`config.mk`:
```
export PLATFORM = sky130hd
export DESIGN_NAME = lenet_layer_sequencer
export DESIGN_NICKNAME = d
export VERILOG_FILES = /design/src/rtl/lenet_layer_sequencer.sv
export SDC_FILE = /design/constraint.sdc
export NUM_CORES = 1
export LEC_CHECK = 0
export CAP_MARGIN = 20
export CORE_MARGIN = 3
export CORE_UTILIZATION = 26
export DETAILED_ROUTE_END_ITERATION = 7
export GPL_TIMING_DRIVEN = 0
export MAX_ROUTING_LAYER = met4
export PLACE_DENSITY = 0.5
export SLEW_MARGIN = 20
export SYNTH_ARGS = -nofsm -noshare
export SYNTH_HDL_FRONTEND = slang
export SYNTH_SLANG_ARGS = --single-unit
```
`constraint.sdc`:
```
create_clock -name clk -period 2.9 [get_ports clk]
set_input_delay 0.58 -clock clk [delete_from_list [all_inputs] [get_ports clk]]
set_output_delay 0.58 -clock clk [all_outputs]
set_load 0.01 [all_outputs]
```
`src/rtl/lenet_layer_sequencer.sv`:
```
// Top-level LeNet scheduler: runs six layer engines in order over en/finish handshakes,
// muxes the shared BRAM ports to the active engine and picks the winning class.
module lenet_layer_sequencer #(
    parameter int unsigned NUM_LAYERS     = 6,
    parameter int unsigned NUM_CLASSES    = 10,
    parameter int unsigned TIMEOUT_CYCLES = 2000000,
    parameter int unsigned GAP_CYCLES     = 2
) (
    input  logic                       clk,
    input  logic                       rst,
    input  logic                       start,
    output logic [NUM_LAYERS-1:0]      layer_en,
    input  logic [NUM_LAYERS-1:0]      layer_finish,
    input  logic [NUM_LAYERS-1:0]      lyr_bw_ena,
    input  logic [NUM_LAYERS*19-1:0]   lyr_bw_addra,
    input  logic [NUM_LAYERS-1:0]      lyr_res_ena,
    input  logic [NUM_LAYERS-1:0]      lyr_res_wea,
    input  logic [NUM_LAYERS*15-1:0]   lyr_res_addra,
    input  logic [NUM_LAYERS*8-1:0]    lyr_res_dina,
    output logic                       bias_weights_bram_ena,
    output logic [18:0]                bias_weights_bram_addra,
    output logic                       result_bram_ena,
    output logic                       result_bram_wea,
    output logic [14:0]                result_bram_addra,
    output logic [7:0]                 result_bram_dina,
    input  logic [8*NUM_CLASSES-1:0]   fc_scores,
    output logic                       busy,
    output logic [2:0]                 cur_layer,
    output logic                       done,
    output logic                       error,
    output logic [3:0]                 class_id,
    output logic [7:0]                 class_score
);

    typedef enum logic [2:0] {
        S_IDLE,
        S_RUN,
        S_GAP,
        S_ARGMAX,
        S_DONE
    } state_t;

    state_t                   r_state;
    state_t                   w_state_nxt;
    logic [2:0]               r_layer;
    logic [1:0]               r_settle;
    logic [31:0]              r_wdog;
    logic [31:0]              r_gap;
    logic [3:0]               r_idx;
    logic [8*NUM_CLASSES-1:0] r_scores;
    logic signed [7:0]        r_best;
    logic [3:0]               r_best_idx;
    logic                     r_error;
    logic [3:0]               r_class_id;
    logic [7:0]               r_class_score;

    logic                     w_finish;
    logic                     w_settled;
    logic                     w_timeout;
    logic                     w_gap_last;
    logic                     w_last_layer;
    logic                     w_scan_last;
    logic signed [7:0]        w_score;
    logic                     w_better;

    // Stale finish flags from the previous inference are masked for the first two enabled cycles.
    assign w_finish     = layer_finish[r_layer];
    assign w_settled    = (r_settle == 2'd2);
    assign w_timeout    = ((r_wdog + 32'd1) >= TIMEOUT_CYCLES);
    assign w_gap_last   = (r_gap == (GAP_CYCLES - 1));
    assign w_last_layer = (r_layer == 3'(NUM_LAYERS - 1));
    assign w_scan_last  = (r_idx == 4'(NUM_CLASSES - 1));
    assign w_score      = r_scores[8*NUM_CLASSES-1 -: 8];
    assign w_better     = (w_score > r_best);

    always_ff @(posedge clk or negedge rst) begin
        if (!rst) begin
            r_state <= S_IDLE;
        end else begin
            r_state <= w_state_nxt;
        end
    end

    always_comb begin
        w_state_nxt = r_state;
        unique case (r_state)
            S_IDLE: begin
                if (start) w_state_nxt = S_RUN;
            end
            S_RUN: begin
                if (w_settled && w_finish) w_state_nxt = S_GAP;
                else if (w_timeout)        w_state_nxt = S_IDLE;
            end
            S_GAP: begin
                if (w_gap_last) w_state_nxt = w_last_layer ? S_ARGMAX : S_RUN;
            end
            S_ARGMAX: begin
                if (w_scan_last) w_state_nxt = S_DONE;
            end
            S_DONE:  w_state_nxt = S_IDLE;
            default: w_state_nxt = S_IDLE;
        endcase
    end

    always_ff @(posedge clk or negedge rst) begin
        if (!rst) begin
            r_layer       <= '0;
            r_settle      <= '0;
            r_wdog        <= '0;
            r_gap         <= '0;
            r_idx         <= '0;
            r_scores      <= '0;
            r_best        <= '0;
            r_best_idx    <= '0;
            r_error       <= 1'b0;
            r_class_id    <= '0;
            r_class_score <= '0;
        end else begin
            unique case (r_state)
                S_IDLE: begin
                    if (start) begin
                        r_layer  <= '0;
                        r_error  <= 1'b0;
                        r_settle <= '0;
                        r_wdog   <= '0;
                    end
                end
                S_RUN: begin
                    if (!w_settled) r_settle <= r_settle + 2'd1;
                    r_wdog <= r_wdog + 32'd1;
                    r_gap  <= '0;
                    if (!(w_settled && w_finish) && w_timeout) r_error <= 1'b1;
                end
                S_GAP: begin
                    r_gap <= r_gap + 32'd1;
                    if (w_gap_last) begin
                        if (!w_last_layer) begin
                            r_layer  <= r_layer + 3'd1;
                            r_settle <= '0;
                            r_wdog   <= '0;
                        end else begin
                            r_scores   <= fc_scores;
                            r_best     <= fc_scores[8*NUM_CLASSES-1 -: 8];
                            r_best_idx <= '0;
                            r_idx      <= '0;
                        end
                    end
                end
                S_ARGMAX: begin
                    // Strict greater-than keeps the lowest index on ties.
                    if (w_better) begin
                        r_best     <= w_score;
                        r_best_idx <= r_idx;
                    end
                    r_scores <= r_scores << 8;
                    r_idx    <= r_idx + 4'd1;
                    if (w_scan_last) begin
                        r_class_id    <= w_better ? r_idx : r_best_idx;
                        r_class_score <= w_better ? w_score : r_best;
                    end
                end
                S_DONE: begin
                end
                default: begin
                end
            endcase
        end
    end

    always_comb begin
        layer_en    = '0;
        busy        = 1'b0;
        done        = 1'b0;
        error       = r_error;
        cur_layer   = r_layer;
        class_id    = r_class_id;
        class_score = r_class_score;
        unique case (r_state)
            S_RUN: begin
                layer_en = NUM_LAYERS'(1) << r_layer;
                busy     = 1'b1;
            end
            S_GAP:    busy = 1'b1;
            S_ARGMAX: busy = 1'b1;
            S_DONE:   done = 1'b1;
            default: begin
            end
        endcase
    end

    // Unregistered on purpose: engines assume a fixed BRAM read turnaround.
    always_comb begin
        bias_weights_bram_ena   = 1'b0;
        bias_weights_bram_addra = '0;
        result_bram_ena         = 1'b0;
        result_bram_wea         = 1'b0;
        result_bram_addra       = '0;
        result_bram_dina        = '0;
        if (r_state == S_RUN) begin
            bias_weights_bram_ena   = lyr_bw_ena[r_layer];
            bias_weights_bram_addra = lyr_bw_addra[19*r_layer +: 19];
            result_bram_ena         = lyr_res_ena[r_layer];
            result_bram_wea         = lyr_res_wea[r_layer];
            result_bram_addra       = lyr_res_addra[15*r_layer +: 15];
            result_bram_dina        = lyr_res_dina[8*r_layer +: 8];
        end
    end

endmodule
```
==> results of run 1 <==
layer usage:
layer,up-vias,wire [microns]
met5,-,0
li1,5388,-
met4,0,493
met3,26,3240
met1,5547,22400
met2,337,21800
power by group through the flow:
stage / sequential, uW / combinational [uW] / clock [uW]
6_report: 3740 / 5050 / 2400
5_1_grt: 3840 / 5600 / 2560
4_1_cts: 3730 / 5050 / 2470
3_5_place_dp: 3770 / 4850 / 0
3_3_place_gp: 3770 / 4810 / 0
2_1_floorplan: 3600 / 2750 / 0
metrics by stage:
| step | util [%] | TNS (ns) | total power (uW) |
|---|---|---|---|
| floorplan | - | 0 | 6350 |
| finish | 41.6 | 0 | 11200 |
| CTS | 41.4 | -0.0335 | 11300 |
| global route | 41.6 | -4.28 | 12000 |
| global placement | 38.6 | -1417.86 | 8590 |
| detailed placement | 38.8 | -157.70 | 8630 |
cells in the final DEF, fill, tap and decap left out, drive strengths merged, types with 18 or more instances in the layout:
master,instances
a21oi,18
a22oi,46
and3,18
buf,85
clkbuf,86
clkdlybuf4s50,375
dfrtp,181
ha,19
inv,28
mux2,46
mux4,46
nand2,100
nand3,47
nand4,20
nor2,233
o21ai,88
o22ai,70
sequential cells by signal, indices dropped and copies added (netlist names):
register and count:
r_settle 2, r_best_idx 4, cur_layer 3, r_state 3, class_id 4, error 1, r_gap 32, r_wdog 32
r_idx 4, class_score 8, r_scores 80, r_best 8
path summary, 6_finish.rpt:
check | start | to | cells past startpoint | slack [ns]
max | cur_layer[0] | result_bram_wea | 7 | 0.03
min | rst | r_scores[60] | 1 | 0.02
max reg2reg | cur_layer[1] | r_scores[40] | 12 | 0.07
min reg2reg | r_settle[1] | r_settle[1] | 1 | 0.49
max in group asynchronous | rst | cur_layer[1] | 3 | 1.78
min in group clk | r_settle[1] | r_settle[1] | 1 | 0.49
worst max-delay path, stage by stage (launching register included):
cell	delay (ns)
dfrtp_1	0.39
buf_8	0.16
buf_12	0.16
buf_8	0.12
mux4_2	0.60
a22oi_1	0.21
nor2_1	0.05
buf_2	0.15
cell families (layout without fill, tap and decap cells):
family                   Yosys count  after routing  synth area share [%]
AO/OA/AOI/OAI                    299            299                  17.5
XOR/XNOR                          11             11                 0.872
adder cells (fa/ha/maj)           19             19                  2.15
buffers and inverters            108            592                  3.85
flip-flops                       181            181                  41.0
multiplexers                      98             98                  14.6
other                              0              5                     0
AND/OR/NAND/NOR                  487            487                  20.0
cell type report:
class                   count  area share [%]
diodes                      5          0.0727
plain buffers              85            3.53
clock buffers              18            2.55
clock inverters            14            1.02
inverters                  22           0.487
multi-input cells         914            36.6
flip-flops and latches    181            26.3
well taps                 532            3.87
repair buffers            453            25.5
repair_timing:
item	in CTS	in global routing
cloned	4	0
pin swaps	20	12
buffers inserted	17	4
endpoints found under the setup margin	184	127
resized for setup	258	80
==> impl_metrics.py, run 1 <==
metrics = {
    "synth": {
        "synth_top_cell_area_share_pct": 41.0,
        "synth_ff_type": "dfrtp_1",
        "seq_area_frac_synth_pct": 41.0,
        "synth_top_cell_by_area": "dfrtp_1",
        "synth.top_cells.by_count": "233 x nor2_1, 181 x dfrtp_1, 100 x nand2_1",
        "ys_types": 56,
        "ys_ff_latch": 181,
        "synthCells": 1203,
        "synth_nets": 1581,
        "ys_warn_count": 0,
        "synth.most_common_cell": "nor2_1",
        "ys_top_cells_by_area": "dfrtp_1 41%, mux4_2 9.4%, nor2_1 7.9%",
        "postSynthAreaPerCell_sq_um": 9.18,
        "async_reset_ff_share_pct": 100,
        "synth_edf_count": 0,
        "syn_area_sq_um": 11000,
    },
    "detailed_routing": {
        "post_drt_wl_per_cell_microns": 21.6,
        "first_pass_iters": 5,
        "wl_mm": 48.0,
        "drtIter0Drc": 721,
        "num_vias": 11298,
        "ant_nets": 0,
        "vias_per_cell": 5.08,
        "drc_errors": 0,
    },
    "clocking": {
        "htree_levels": 4,
        "clk_pin_slew_ns": 0.09,
        "numCtsBuffers": 17,
        "cts_tree": "yes",
        "postCtsHoldBufs": 0,
        "clkSinkCount": 181,
        "cts_root_buffer": "clkbuf_16",
        "insertion_delay_ns": 0.44,
        "cts_buffer_depth": 2,
    },
    "sta": {
        "fmax_mhz": 348,
        "final.setup.worst_slack_ns": 0.0285,
        "skew_ns": 0.0197,
        "slew_viol_final": 0,
        "period_needed_ns": 2.87,
        "tightest_slew_ns": 0.809,
        "finalSetupViolations": 0,
        "hold_viol_final": 0,
        "rsz0062_at_grt": "yes",
        "min_period_over_period_pct": 99.0,
        "maxSlewHeadroom_pct": 46.1,
        "hold_ws_ns": 0.0232,
    },
    "final_layout": {
        "multi_input_area_sq_um": 6310,
        "final_area_sq_um": 17200,
        "syn_to_final_growth_pct": 55.8,
        "seqCellArea_sq_um": 4530,
        "fillers": 4054,
        "stdcell_count": 2224,
        "finalNetCount": 2052,
        "final_layout_size_suffix_gt1_share_pct": 17.4,
    },
    "power_and_ir_drop": {
        "internal-power_uw": 6730,
        "power.switching_uw": 4460,
        "combPwrFrac_pct": 45.1,
        "p_sw_share_pct": 39.8,
        "leakage_uw": 0.00689,
        "irDropWorstVdd_uv": 331,
        "p_clk_share_pct": 21.4,
        "p_seq_share_pct": 33.5,
        "powerDensity_nw_per_um2": 650,
    },
    "worst_setup_path": {
        "crit_type": "reg2out",
        "endpoint_kind": "output pin",
        "required_ns": 2.32,
        "worstPathMaxFanout": 6,
        "critPathLaunchType": "flop",
        "cp_data_arrival_time_ns": 2.29,
    },
    "global_route": {
        "grt_max_degree": 76,
        "grt_util_met2_pct": 31.1,
        "grtUsageMet1_pct": 30.7,
        "antenna_found_initial": 8,
        "grt-busiest-layer": "met2",
        "grt_first_pass_wirelength_mm": 70.6,
        "grtUsageMet3_pct": 4.54,
        "grt_usage_pct": 21.3,
        "grt_pass1_vias": 11251,
        "grt_overflow": 0,
    },
    "status": {
        "status": "finished clean",
    },
    "die": {
        "fp.dieArea_sq_um": 45000,
        "pin_count": 428,
        "fp.dieH_microns": 212,
        "fp-row-count": 74,
        "coreArea_sq_um": 41400,
        "die_w_microns": 212,
        "start_util_pct": 26.7,
    },
    "placed_design": {
        "dp_slack_ns": -1.20,
        "place_congestion": 0.850,
        "placed_cell_area_sq_um": 16100,
        "dp_cells": 2165,
        "io_buffers": 427,
        "dp_hpwl_mm": 37.5,
    },
    "flow_run": {
        "max_cap_violations": 0,
    },
    "worst_hold_path": {
        "hold_path_class": "in2async",
    },
}
(Power assumes the default switching activity.)
==> inputs of run 2 (changes only) <==
CAP_MARGIN = unset   (was 20)
CORE_UTILIZATION = 41   (was 26)
PLACE_DENSITY = 0.75   (was 0.5)
SLEW_MARGIN = unset   (was 20)
==> run 2 against run 1 <==
  * The flow now finishes with violations (setup timing)
  * First-iteration DRC count grew 17%
  * Sequential power is essentially flat
  * Via count grew 5.9%
  * Highest routed layer unchanged
  * Flip-flop and latch count is the same
  * Largest power group unchanged
  * Critical endpoint is now bias_weights_bram_ena
  * Final area shrank 0.62%
==> impl_metrics.py, run 2 (synthesis gave the netlist of run 1 again) <==
metrics = {
    "placed_design": {
        "io_buffers": 427,
        "dp_cells": 1966,
        "dp_hpwl_mm": 36.7,
        "dp_slack_ns": -1.59,
        "place_congestion": 0.937,
    },
    "worst_setup_path": {
        "crit_path_max_incr_delay_ns": 0.46,
        "crit_family": "buffers and inverters",
        "worstReg2RegStart": "r_wdog[0]",
        "crit_type": "reg2out",
        "critPathSlowestCell": "mux4_2",
        "path_buf_inv": 5,
        "crit_chain": "clkbuf_16, buf_12, buf_12, buf_4, mux4_2, a22oi_2, nor2_2, buf_2",
        "endpoint_kind": "output pin",
        "worstPathMaxFanout": 6,
        "critPathLaunchType": "flop",
        "crit_top_cell": "buf_12",
        "reg2reg_slack_ns": 0.19,
        "r2r_end": "error",
        "cp_data_arrival_time_ns": 2.34,
        "r2r_cells": 9,
        "required_ns": 2.32,
    },
    "global_route": {
        "antenna_found_initial": 6,
        "grt_pass1_vias": 11809,
        "grt_max_degree": 115,
        "grt_overflow": 0,
        "grt_usage_pct": 32.8,
        "grt_first_pass_wirelength_mm": 70.6,
    },
    "clocking": {
        "numCtsBuffers": 17,
        "insertion_delay_ns": 0.44,
        "clkSinkCount": 181,
        "htree_levels": 4,
        "clk_pin_slew_ns": 0.08,
        "cts_tree": "yes",
        "cts_buffer_depth": 2,
        "postCtsHoldBufs": 0,
        "cts_root_buffer": "clkbuf_16",
    },
    "die": {
        "fp-row-count": 59,
        "fp.dieH_microns": 170,
        "start_util_pct": 42.0,
        "fp.dieArea_sq_um": 29000,
        "pin_count": 428,
        "coreArea_sq_um": 26300,
        "die_w_microns": 170,
    },
    "power_and_ir_drop": {
        "p_sw_share_pct": 39.8,
        "powerDensity_nw_per_um2": 664,
        "leakage_uw": 0.00696,
        "combPwrFrac_pct": 46.0,
        "power.switching_uw": 4520,
        "p_seq_share_pct": 33.0,
        "irDropWorstVdd_uv": 506,
        "internal-power_uw": 6830,
        "power.total_uw": 11400,
        "p_clk_share_pct": 20.9,
    },
    "final_layout": {
        "top_register": "r_scores",
        "layout_commonest_cell": "clkdlybuf4s50_1",
        "finalNetCount": 2055,
        "syn_to_final_growth_pct": 54.9,
        "final_layout_size_suffix_gt1_share_pct": 19.2,
        "stdcell_count": 2031,
        "top_regs": "r_scores x80, r_gap x32, r_wdog x32",
        "largest_reg_flops": 80,
        "final_cell_mix": "376 x clkdlybuf4s50_1, 216 x nor2_1, 178 x dfrtp_1",
    },
    "detailed_routing": {
        "first_pass_iters": 5,
        "vias_per_cell": 5.89,
        "wl_mm": 47.8,
        "post_drt_wl_per_cell_microns": 23.5,
        "ant_nets": 0,
        "drtIter0Drc": 842,
        "num_vias": 11960,
        "drc_errors": 0,
    },
    "sta": {
        "hold_ws_ns": 0.0727,
        "rsz0062_at_grt": "yes",
        "min_period_over_period_pct": 101,
        "finalSetupViolations": 2,
        "fmax_mhz": 342,
        "slew_viol_final": 0,
        "hold_viol_final": 0,
        "tns_ns": -0.0261,
        "tightest_slew_ns": 0.805,
        "maxSlewHeadroom_pct": 46.3,
        "final.setup.worst_slack_ns": -0.0212,
        "skew_ns": 0.0203,
        "period_needed_ns": 2.92,
    },
    "worst_hold_path": {
        "hold_path_class": "in2async",
    },
    "status": {
        "status": "finished with violations",
        "violations": "setup timing",
    },
    "flow_run": {
        "max_cap_violations": 0,
    },
}
-- run 2: through the flow --
stage | util, % | instance area [sq um]
6_report | 65.1 | 17100
5_1_grt | 65.1 | 17100
4_1_cts | 64.9 | 17100
3_5_place_dp | 60.0 | 15800
3_3_place_gp | 59.9 | 15700
2_1_floorplan | - | 11100
-- run 2: power groups by stage --
| stage | sequential (uW) | combinational [uW] | clock (uW) |
|---|---|---|---|
| after global routing | 3830 | 5680 | 2500 |
| after detailed placement | 3780 | 4840 | 0 |
| after floorplan | 3600 | 2750 | 0 |
| after CTS | 3740 | 5160 | 2410 |
| final | 3750 | 5230 | 2380 |
| after global placement | 3760 | 4730 | 0 |
-- run 2: worst max-delay path by stage --
stage | start | end | slack [ns] | cells after the start
after floorplan | cur_layer[0] | bias_weights_bram_addra[10] | 0.12 | 7
after global placement | rst | cur_layer[0] | -6.29 | 1
after detailed placement | cur_layer[1] | r_scores[7] | -1.59 | 10
after CTS | cur_layer[0] | result_bram_addra[14] | -0.15 | 8
after global routing | cur_layer[0] | bias_weights_bram_ena | -0.07 | 8
final | cur_layer[0] | bias_weights_bram_ena | -0.02 | 8
-- run 2: final cells by class --
class                      count  area (sq um)
fill                        2163          9170
multi-input combinational    914          6450
antenna                        6          15.0
timing repair buffer         457          4420
clock buffer                  19           443
tap                          335           419
inverter                      22          83.8
sequential                   181          4530
buffer                        84           597
clock inverter                13           155
-- run 2: layer usage --
layer	GRT usage (%)	up-vias	wire length, microns
li1	-	5413	-
met1	40.8	5840	19200
met2	49.5	600	21800
met3	11.1	107	4820
met4	13.3	0	1990
met5	-	-	0
-- run 2: timing repair --
item / in CTS / in global routing
gates cloned: 4 / 0
pin swaps: 36 / 20
setup buffers: 24 / 5
resized for setup: 337 / 51
endpoints found under the setup margin: 184 / 113
==> inputs of run 3 (changes only) <==
SKIP_LAST_GASP = 1   (was unset)
==> run 3 against run 2 <==
  * The run still ends with setup timing left
  * Cell count is 0.44% higher
  * Non-clock buffer count is 9 higher
  * Clock skew is 0.0059 ns lower
  * Setup slack worse by 0.055 ns
  * Clock power hardly changed
  * Sequential power hardly changed
  * Wire length is 0.57% higher
  * Register-to-register slack worse by 0.02 ns
  * Utilization is 0.26 points higher
  * Critical path type unchanged
  * Critical endpoint is now result_bram_addra[8]
  * Largest power group unchanged
==> impl_metrics.py, run 3 (synthesis gave the netlist of run 1 again) <==
metrics = {
    "die": {
        "fp.dieH_microns": 170,
        "coreArea_sq_um": 26300,
        "start_util_pct": 42.0,
        "fp-row-count": 59,
        "pin_count": 428,
        "die_w_microns": 170,
        "fp.dieArea_sq_um": 29000,
    },
    "global_route": {
        "antenna_found_initial": 5,
        "grt_usage_pct": 32.8,
        "grt_pass1_vias": 11825,
        "grt_max_degree": 115,
        "grt_first_pass_wirelength_mm": 70.4,
        "grt_overflow": 0,
    },
    "final_layout": {
        "stdcell_count": 2040,
        "final_layout_size_suffix_gt1_share_pct": 19.2,
        "largest_reg_flops": 80,
        "top_register": "r_scores",
        "finalNetCount": 2064,
        "final_util_pct": 65.4,
        "top_regs": "r_scores x80, r_gap x32, r_wdog x32",
        "final_cell_mix": "376 x clkdlybuf4s50_1, 216 x nor2_1, 178 x dfrtp_1",
        "syn_to_final_growth_pct": 55.5,
        "final_area_sq_um": 17200,
        "layout_commonest_cell": "clkdlybuf4s50_1",
    },
    "worst_setup_path": {
        "required_ns": 2.32,
        "critPathSlowestCell": "mux4_2",
        "endpoint_kind": "output pin",
        "crit_path_max_incr_delay_ns": 0.65,
        "critPathLaunchType": "flop",
        "crit_type": "reg2out",
        "worstPathMaxFanout": 6,
        "cp_data_arrival_time_ns": 2.40,
        "crit_chain": "buf_4, buf_12, clkbuf_16, mux4_2, a22oi_2, nor2_1, buf_2",
        "reg2reg_slack_ns": 0.17,
    },
    "sta": {
        "period_needed_ns": 2.98,
        "slew_viol_final": 0,
        "hold_viol_final": 0,
        "rsz0062_at_grt": "yes",
        "finalSetupViolations": 9,
        "final.setup.worst_slack_ns": -0.0767,
        "skew_ns": 0.0144,
        "min_period_over_period_pct": 103,
        "tightest_slew_ns": 0.773,
        "maxSlewHeadroom_pct": 48.4,
        "fmax_mhz": 336,
    },
    "detailed_routing": {
        "wl_mm": 48.0,
        "num_vias": 12075,
        "drtIter0Drc": 747,
        "first_pass_iters": 5,
        "drc_errors": 0,
        "post_drt_wl_per_cell_microns": 23.5,
        "vias_per_cell": 5.92,
        "ant_nets": 0,
    },
    "clocking": {
        "numCtsBuffers": 17,
        "clkSinkCount": 181,
        "insertion_delay_ns": 0.44,
        "cts_tree": "yes",
        "postCtsHoldBufs": 0,
        "clk_pin_slew_ns": 0.08,
        "cts_buffer_depth": 2,
        "cts_root_buffer": "clkbuf_16",
        "htree_levels": 4,
    },
    "power_and_ir_drop": {
        "irDropWorstVdd_uv": 505,
        "powerDensity_nw_per_um2": 663,
        "power.total_uw": 11400,
        "leakage_uw": 0.00702,
    },
    "placed_design": {
        "dp_cells": 1966,
        "dp_hpwl_mm": 36.7,
        "dp_slack_ns": -1.59,
        "place_congestion": 0.937,
        "io_buffers": 427,
        "placed_cell_area_sq_um": 15800,
    },
    "status": {
        "violations": "setup timing",
        "status": "finished with violations",
    },
    "worst_hold_path": {
        "hold_path_class": "in2async",
    },
    "flow_run": {
        "max_cap_violations": 0,
    },
}
[run 3: cell count changes in the layout (fill, tap and decap cells not counted)]
cell | before | now
buf_8 | 5 | 3
buf_12 | 7 | 6
a22oi_1 | 9 | 13
clkbuf_16 | 20 | 21
buf_2 | 42 | 34
buf_4 | 28 | 35
buf_16 | 2 | 3
clkbuf_4 | 7 | 8
clkdlybuf4s15_1 | 1 | 2
a22oi_2 | 37 | 33
clkbuf_2 | 20 | 26
dlygate4sd2_1 | 1 | 4
[run 3: critical path, delay by kind of cell (launching register included)]
| family | cells | cell delay, ns |
|---|---|---|
| mux | 1 | 0.65 |
| simple gates | 1 | 0.07 |
| compound gates | 1 | 0.25 |
| buf+inv | 4 | 0.54 |
| flops | 1 | 0.45 |
[run 3: final cells by class]
type	instances	area, sq um
sequential	181	4530
clock buffer	19	443
fill	2158	9100
clock inverter	13	155
multi-input combinational	914	6430
antenna	6	15.0
timing repair buffer	467	4520
buffer	83	579
inverter	22	83.8
tap	335	419
[run 3: worst paths after layout]
| kind | from | end | depth (start not counted) |
|---|---|---|---|
| hold / removal | rst | r_scores[34] | 1 |
| hold reg to reg | r_scores[19] | r_scores[19] | 2 |
| setup / recovery | cur_layer[0] | result_bram_addra[8] | 7 |
| min in group clk | r_scores[19] | r_scores[19] | 2 |
| setup reg to reg | r_wdog[0] | error | 9 |
| max in group asynchronous | rst | cur_layer[1] | 2 |
[run 3: repair_timing]
item / in CTS / in global routing
cloned: 4 / 1
setup endpoints to repair: 184 / 118
gates resized for setup: 298 / 69
buffers inserted: 24 / 12
pin swaps: 32 / 19
endpoints found under the hold margin: 0 / 0
[run 3: power breakdown]
group          internal [uW]  total [uW]  leakage (uW)  switching (uW)
logic                   2370        5260       0.00443            2890
registers               3230        3760       0.00230             529
clock network           1260        2380      0.000296            1120
[run 3: per-stage QoR]
step                setup TNS (ns)  hold slack [ns]
global placement          -1280.48            0.467
finish                      -0.246           0.0728
global route                 -1.17            0.124
detailed placement         -155.32            0.482
CTS                          -2.26            0.101
floorplan                        0            0.284
[run 3: metal layers]
layer	vias up	share of wire (%)	track usage, %
met5	-	0	-
met4	0	4.2	12.9
met3	116	11	10.6
met2	650	46	49.8
met1	5872	40	40.8
li1	5437	-	-
